### src/rtl/mano_cache_pkg.sv
// Shared types and constants for the MANO direct-mapped write-through cache.
package mano_cache_pkg;

    localparam int unsigned CACHE_ADDR_W = 12;
    localparam int unsigned CACHE_DATA_W = 16;
    localparam int unsigned CACHE_IDX_W  = 4;
    localparam int unsigned CNT_W        = 16;

    localparam logic [CNT_W-1:0] CNT_MAX = '1;

    typedef enum logic [1:0] {
        IDLE,
        RD_MISS,
        WR_THRU,
        WR_DONE
    } state_e;

    function automatic logic [CNT_W-1:0] sat_inc(input logic [CNT_W-1:0] v);
        return (v == CNT_MAX) ? v : v + CNT_W'(1);
    endfunction

endpackage

### src/rtl/cache_line_array.sv
// One-word-per-line storage: async read, sync single-port write; only valid bits reset.
module cache_line_array #(
    parameter int unsigned IDX_W  = 4,
    parameter int unsigned TAG_W  = 8,
    parameter int unsigned DATA_W = 16
) (
    input  logic              clk,
    input  logic              rst,
    input  logic [IDX_W-1:0]  rd_idx,
    output logic              rd_valid,
    output logic [TAG_W-1:0]  rd_tag,
    output logic [DATA_W-1:0] rd_data,
    input  logic              we,
    input  logic [IDX_W-1:0]  wr_idx,
    input  logic [TAG_W-1:0]  wr_tag,
    input  logic [DATA_W-1:0] wr_data
);

    localparam int unsigned DEPTH = 1 << IDX_W;

    logic [DEPTH-1:0]  valid_q, valid_d;
    logic [TAG_W-1:0]  tag_q  [DEPTH];
    logic [TAG_W-1:0]  tag_d  [DEPTH];
    logic [DATA_W-1:0] data_q [DEPTH];
    logic [DATA_W-1:0] data_d [DEPTH];

    always_comb begin
        valid_d = valid_q;
        tag_d   = tag_q;
        data_d  = data_q;
        if (we) begin
            valid_d[wr_idx] = 1'b1;
            tag_d[wr_idx]   = wr_tag;
            data_d[wr_idx]  = wr_data;
        end
    end

    always_ff @(posedge clk or posedge rst) begin
        if (rst) begin
            valid_q <= '0;
        end else begin
            valid_q <= valid_d;
        end
    end

    // Tag and data contents are meaningless until their valid bit is set.
    always_ff @(posedge clk) begin
        tag_q  <= tag_d;
        data_q <= data_d;
    end

    assign rd_valid = valid_q[rd_idx];
    assign rd_tag   = tag_q[rd_idx];
    assign rd_data  = data_q[rd_idx];

endmodule

### src/rtl/mano_cache.sv
// Direct-mapped, write-through, no-write-allocate cache in front of slow MANO main memory.
module mano_cache
    import mano_cache_pkg::*;
#(
    parameter int unsigned ADDR_W = CACHE_ADDR_W,
    parameter int unsigned DATA_W = CACHE_DATA_W,
    parameter int unsigned IDX_W  = CACHE_IDX_W
) (
    input  logic              mclk,
    input  logic              mrst,
    input  logic              cpu_rd,
    input  logic              cpu_wr,
    input  logic [ADDR_W-1:0] cpu_addr,
    input  logic [DATA_W-1:0] cpu_wdata,
    output logic [DATA_W-1:0] cpu_rdata,
    output logic              cache_hit,
    output logic              mem_req,
    output logic              mem_we,
    output logic [ADDR_W-1:0] mem_addr,
    output logic [DATA_W-1:0] mem_wdata,
    input  logic [DATA_W-1:0] mem_rdata,
    input  logic              mem_ack,
    output logic [15:0]       hit_cnt,
    output logic [15:0]       miss_cnt
);

    localparam int unsigned TAG_W = ADDR_W - IDX_W;

    state_e            state_q, state_d;
    logic              mem_req_q, mem_req_d;
    logic              mem_we_q, mem_we_d;
    logic [ADDR_W-1:0] mem_addr_q, mem_addr_d;
    logic [DATA_W-1:0] mem_wdata_q, mem_wdata_d;
    logic [CNT_W-1:0]  hit_cnt_q, hit_cnt_d;
    logic [CNT_W-1:0]  miss_cnt_q, miss_cnt_d;

    logic [IDX_W-1:0]  idx;
    logic [TAG_W-1:0]  tag;
    logic              line_valid;
    logic [TAG_W-1:0]  line_tag;
    logic              lookup_hit;
    logic              line_we;
    logic [DATA_W-1:0] line_wdata;

    assign idx        = cpu_addr[IDX_W-1:0];
    assign tag        = cpu_addr[ADDR_W-1:IDX_W];
    assign lookup_hit = line_valid && (line_tag == tag);

    cache_line_array #(
        .IDX_W  (IDX_W),
        .TAG_W  (TAG_W),
        .DATA_W (DATA_W)
    ) u_lines (
        .clk      (mclk),
        .rst      (mrst),
        .rd_idx   (idx),
        .rd_valid (line_valid),
        .rd_tag   (line_tag),
        .rd_data  (cpu_rdata),
        .we       (line_we),
        .wr_idx   (idx),
        .wr_tag   (tag),
        .wr_data  (line_wdata)
    );

    always_comb begin
        state_d     = state_q;
        mem_req_d   = mem_req_q;
        mem_we_d    = mem_we_q;
        mem_addr_d  = mem_addr_q;
        mem_wdata_d = mem_wdata_q;
        hit_cnt_d   = hit_cnt_q;
        miss_cnt_d  = miss_cnt_q;
        cache_hit   = 1'b1;
        line_we     = 1'b0;
        line_wdata  = cpu_wdata;

        unique case (state_q)
            IDLE: begin
                // A simultaneous read and write is treated as a write.
                if (cpu_wr) begin
                    cache_hit   = 1'b0;
                    state_d     = WR_THRU;
                    mem_req_d   = 1'b1;
                    mem_we_d    = 1'b1;
                    mem_addr_d  = cpu_addr;
                    mem_wdata_d = cpu_wdata;
                end else if (cpu_rd) begin
                    if (lookup_hit) begin
                        hit_cnt_d = sat_inc(hit_cnt_q);
                    end else begin
                        cache_hit  = 1'b0;
                        miss_cnt_d = sat_inc(miss_cnt_q);
                        state_d    = RD_MISS;
                        mem_req_d  = 1'b1;
                        mem_we_d   = 1'b0;
                        mem_addr_d = cpu_addr;
                    end
                end
            end
            RD_MISS: begin
                cache_hit  = 1'b0;
                line_wdata = mem_rdata;
                if (mem_ack) begin
                    line_we   = 1'b1;
                    state_d   = IDLE;
                    mem_req_d = 1'b0;
                    mem_we_d  = 1'b0;
                end
            end
            WR_THRU: begin
                cache_hit = 1'b0;
                if (mem_ack) begin
                    line_we   = lookup_hit;
                    state_d   = WR_DONE;
                    mem_req_d = 1'b0;
                    mem_we_d  = 1'b0;
                end
            end
            WR_DONE: begin
                // One released cycle so the held write is not reissued.
                state_d = IDLE;
            end
            default: state_d = IDLE;
        endcase
    end

    always_ff @(posedge mclk or posedge mrst) begin
        if (mrst) begin
            state_q     <= IDLE;
            mem_req_q   <= 1'b0;
            mem_we_q    <= 1'b0;
            mem_addr_q  <= '0;
            mem_wdata_q <= '0;
            hit_cnt_q   <= '0;
            miss_cnt_q  <= '0;
        end else begin
            state_q     <= state_d;
            mem_req_q   <= mem_req_d;
            mem_we_q    <= mem_we_d;
            mem_addr_q  <= mem_addr_d;
            mem_wdata_q <= mem_wdata_d;
            hit_cnt_q   <= hit_cnt_d;
            miss_cnt_q  <= miss_cnt_d;
        end
    end

    assign mem_req   = mem_req_q;
    assign mem_we    = mem_we_q;
    assign mem_addr  = mem_addr_q;
    assign mem_wdata = mem_wdata_q;
    assign hit_cnt   = hit_cnt_q;
    assign miss_cnt  = miss_cnt_q;

endmodule
### config.mk
export PLATFORM = sky130hd
export DESIGN_NAME = mano_cache
export DESIGN_NICKNAME = d
export VERILOG_FILES = /design/src/rtl/mano_cache_pkg.sv /design/src/rtl/cache_line_array.sv /design/src/rtl/mano_cache.sv
export SDC_FILE = /design/constraint.sdc
export NUM_CORES = 1
export LEC_CHECK = 0
export ABC_AREA = 0
export CORE_MARGIN = 8
export CORE_UTILIZATION = 53
export CTS_CLUSTER_SIZE = 25
export DETAILED_ROUTE_END_ITERATION = 10
export PLACE_DENSITY = 0.75
export SLEW_MARGIN = 20
export SYNTH_ARGS = -nofsm -noshare
export SYNTH_HDL_FRONTEND = slang
export SYNTH_SLANG_ARGS = --single-unit
### constraint.sdc
create_clock -name mclk -period 3.3 [get_ports mclk]
set_input_delay 0.495 -clock mclk [delete_from_list [all_inputs] [get_ports mclk]]
set_output_delay 0.495 -clock mclk [all_outputs]
set_load 0.05 [all_outputs]
==> impl_metrics.py <==
metrics = {
    "route": {
        "viasPerCell": 6.05,
        "routed_wl_mm": 43.4,
        "detail_route.drc_violations": 0,
        "vias": 10000,
        "drt_iter0_drc": 706,
        "firstDrtPassIters": 5,
        "antenna_left": 0,
        "wire_per_inst_um": 26.3,
    },
    "power_and_ir_drop": {
        "intPower_uw": 11100,
        "clkPwrFrac_pct": 31.7,
        "powerDensity_mw_per_mm2": 674,
        "power.switching_uw": 4330,
        "combPwrFrac_pct": 21.6,
        "p_leak_uw": 0.00796,
        "seqPwrFrac_pct": 46.8,
        "power_uw": 15400,
        "p_sw_share_pct": 28.1,
        "vdd.ir_drop.worst_uv": 666,
    },
    "critical_path": {
        "critical-path-slowest-cell": "mux4_2",
        "critical_path_arrival_ns": 2.99,
        "critPathLaunch": "u_lines.tag_q[20]",
        "critPathLaunchType": "flop",
        "cp_max_fo": 2,
        "worstPathRequired_ns": 2.80,
        "end_kind": "output port",
        "slowest_delay_ns": 0.54,
        "crit_chain": "mux4_2, mux4_2, xnor2_2, o211a_1, and2_4, buf_6, nand2_4, nand2_4, o2bb2ai_4, clkbuf_16",
        "worstSetupPathType": "reg2out",
        "worstReg2RegStart": "u_lines.tag_q[20]",
    },
    "placement": {
        "gp_congestion": 0.866,
        "place_hpwl_mm": 28.1,
        "io_buffers": 127,
        "dp_cells": 1570,
    },
    "global_routing": {
        "grt.overflow.total": 0,
        "first_global_vias": 10900,
        "grt_max_degree": 40,
        "grt_usage_pct": 21.1,
        "antenna_found_initial": 0,
        "grt_pass1_wl_mm": 66.1,
    },
    "floorplan": {
        "die-width_um": 203,
        "die_h_um": 203,
        "core-area_sq_mm": 0.0345,
        "num_io_pins": 128,
        "die-area_sq_mm": 0.0413,
        "rows": 68,
        "start_util_pct": 53.8,
    },
    "clocking": {
        "cts.clk_slew.worst_paths_ns": 0.06,
        "insertion_delay_ns": 0.54,
        "cts_tree": "done",
        "cts_root_buffer": "clkbuf_16",
        "clkSinkCount": 464,
        "cts_htree_levels": 2,
        "cts_hold_buffers": 0,
        "cts_buffers": 46,
        "clockBufferDepth": 3,
    },
    "cells_and_area": {
        "regArea_sq_mm": 0.0135,
        "final_cells": 1654,
        "final_common_cell": "edfxtp_1",
        "syn_to_final_growth_pct": 23.0,
        "fillCellCount": 2239,
        "n_antenna_cell": 0,
        "multiInputGateArea_sq_mm": 0.00488,
        "final_cell_mix": "384 x edfxtp_1, 106 x clkdlybuf4s50_1, 99 x mux4_2, 89 x buf_4, 80 x dfrtp_1",
        "fin_nets": 1220,
        "drive_above_1_share_pct": 31.8,
    },
    "min_path": {
        "hp-class": "in2async",
    },
    "timing": {
        "final-hold-violation-count": 0,
        "maxSlewHeadroom_pct": 44.4,
        "rsz0062_at_grt": "yes",
        "worstMarginPinSlew_ns": 0.831,
        "final.setup.tns_ns": -0.189,
        "setup_slack_ns": -0.189,
        "fin_crit_ns": 3.49,
        "fin_crit_sh_pct": 106,
        "slew_viol_final": 0,
        "finClkSkew_ns": 0.0145,
        "final-setup-viol-count": 1,
        "fmax_mhz": 287,
    },
    "synth": {
        "ys_warn_count": 0,
        "synth-async-reset-ratio_pct": 17.2,
        "synth_nets": 985,
        "postSynthCellCount": 931,
        "synth_edf_count": 384,
        "synth_cell_types": 56,
        "seq_area_frac_synth_pct": 72.8,
        "synth_area_sq_mm": 0.0186,
        "synth_ff_type": "edfxtp_1",
        "postSynthAreaPerCell_sq_um": 20.0,
        "synth-seq-cells": 464,
    },
    "run": {
        "drv_cap": 0,
    },
    "outcome": {
        "violations": "setup timing",
        "status": "finished with violations",
    },
}
-- critical path, delay by kind of cell (launching register included) --
kind | cells | cell delay, ns
muxes | 2 | 1.04
xor gates and xnor gates | 1 | 0.16
buffers and inverters | 2 | 0.29
AOI/OAI and AO/OA | 2 | 0.29
DFF | 1 | 0.39
and+or+nand+nor | 3 | 0.29
-- routing by layer --
layer	GRT usage, %	vias to the layer above	wire length (um)
li1	-	4244	-
met5	0	-	0
met1	27.7	5204	17100
met4	6.42	0	1250
met3	4.74	77	3690
met2	35.0	480	21400
-- cell families (layout without fill, tap and decap cells) --
kind of cell             after synthesis  count (layout)  synth area share (%)
AO/OA/AOI/OAI                         54              54                  2.28
XOR/XNOR                              43              43                  2.03
adder cells (fa/ha/maj)                5               5                 0.337
buffers and inverters                 54             322                  1.63
flip-flops                           464             464                  72.8
multiplexers                         185             185                  17.2
AND/OR/NAND/NOR                      126             126                  3.69
-- registers in the layout (all words and copies together) (netlist names) --
signal	count
state_q	2
mem_req	1
mem_we	1
hit_cnt	16
u_lines.data_q	256
u_lines.valid_q	16
miss_cnt	16
u_lines.tag_q	128
mem_addr	12
mem_wdata	16
-- timing repair --
action                                  in CTS  in global routing
gates cloned                                 0                  0
pin swaps                                    4                  4
setup buffers                                3                  0
endpoints found under the setup margin       1                340
gates resized for setup                     14                  3
-- cell usage after synthesis, types with 3 or more instances --
| library cell | number | area, sq um |
|---|---|---|
| edfxtp_1 | 384 | 11500 |
| mux4_2 | 98 | 2210 |
| dfrtp_1 | 80 | 2000 |
| mux2_2 | 59 | 664 |
| nand2_1 | 29 | 109 |
| xnor2_1 | 28 | 245 |
| mux2i_1 | 24 | 240 |
| clkbuf_1 | 21 | 78.8 |
| and3_1 | 19 | 119 |
| xor2_1 | 15 | 131 |
| nand3_1 | 12 | 60.1 |
| a31o_1 | 11 | 96.3 |
| nor3_1 | 11 | 55.1 |
| buf_2 | 10 | 50.1 |
| nor2_1 | 10 | 37.5 |
| nand4_1 | 9 | 56.3 |
| a221oi_1 | 7 | 61.3 |
| buf_6 | 7 | 78.8 |
| inv_1 | 7 | 26.3 |
| nor2b_1 | 7 | 43.8 |
| o22ai_1 | 7 | 43.8 |
| and2_1 | 6 | 37.5 |
| and4_1 | 5 | 43.8 |
| buf_1 | 5 | 18.8 |
| ha_1 | 5 | 62.6 |
| nor4_1 | 5 | 31.3 |
| o21ai_0 | 5 | 25.0 |
| a21oi_1 | 4 | 20.0 |
| a31o_2 | 4 | 35.0 |
| nand2b_1 | 4 | 25.0 |
| mux4_1 | 3 | 78.8 |
-- power groups by stage --
stage | Combinational [uW] | Clock (uW) | Sequential (uW)
after floorplan | 1340 | 0 | 8020
after global placement | 3230 | 0 | 7300
after detailed placement | 3280 | 0 | 7320
after CTS | 3360 | 4970 | 7210
after global routing | 3510 | 5180 | 7250
final | 3320 | 4880 | 7210
-- cell type report --
type	instances	area share [%]
Sequential cell	464	59.2
Multi-Input combinational cell	413	21.3
Timing Repair Buffer	234	10.8
Clock buffer	62	5.48
Tap cell	455	2.49
Clock inverter	19	0.629
Inverter	7	0.120
-- through the flow --
step	utilization, %	worst slack (ns)	hold slack, ns	instance area [sq um]
after floorplan	-	-0.0137	0.433	18700
after global placement	61.9	-0.276	0.442	21400
after detailed placement	61.9	-0.337	0.450	21400
after CTS	66.2	-0.217	0.295	22900
after global routing	66.2	-0.265	0.355	22900
final	66.2	-0.189	0.296	22900
-- path summary, 6_finish.rpt --
kind / to / slack, ns / cells past startpoint
min reg2reg: u_lines.valid_q[6] / 0.46 / 1
max reg2reg: u_lines.data_q[224] / 0.08 / 11
max in group asynchronous: u_lines.valid_q[9] / 2.32 / 3
min: hit_cnt[0] / 0.30 / 2
min in group mclk: u_lines.valid_q[6] / 0.46 / 1
max: cache_hit / -0.19 / 10
Power figures use the tool's default switching activity.
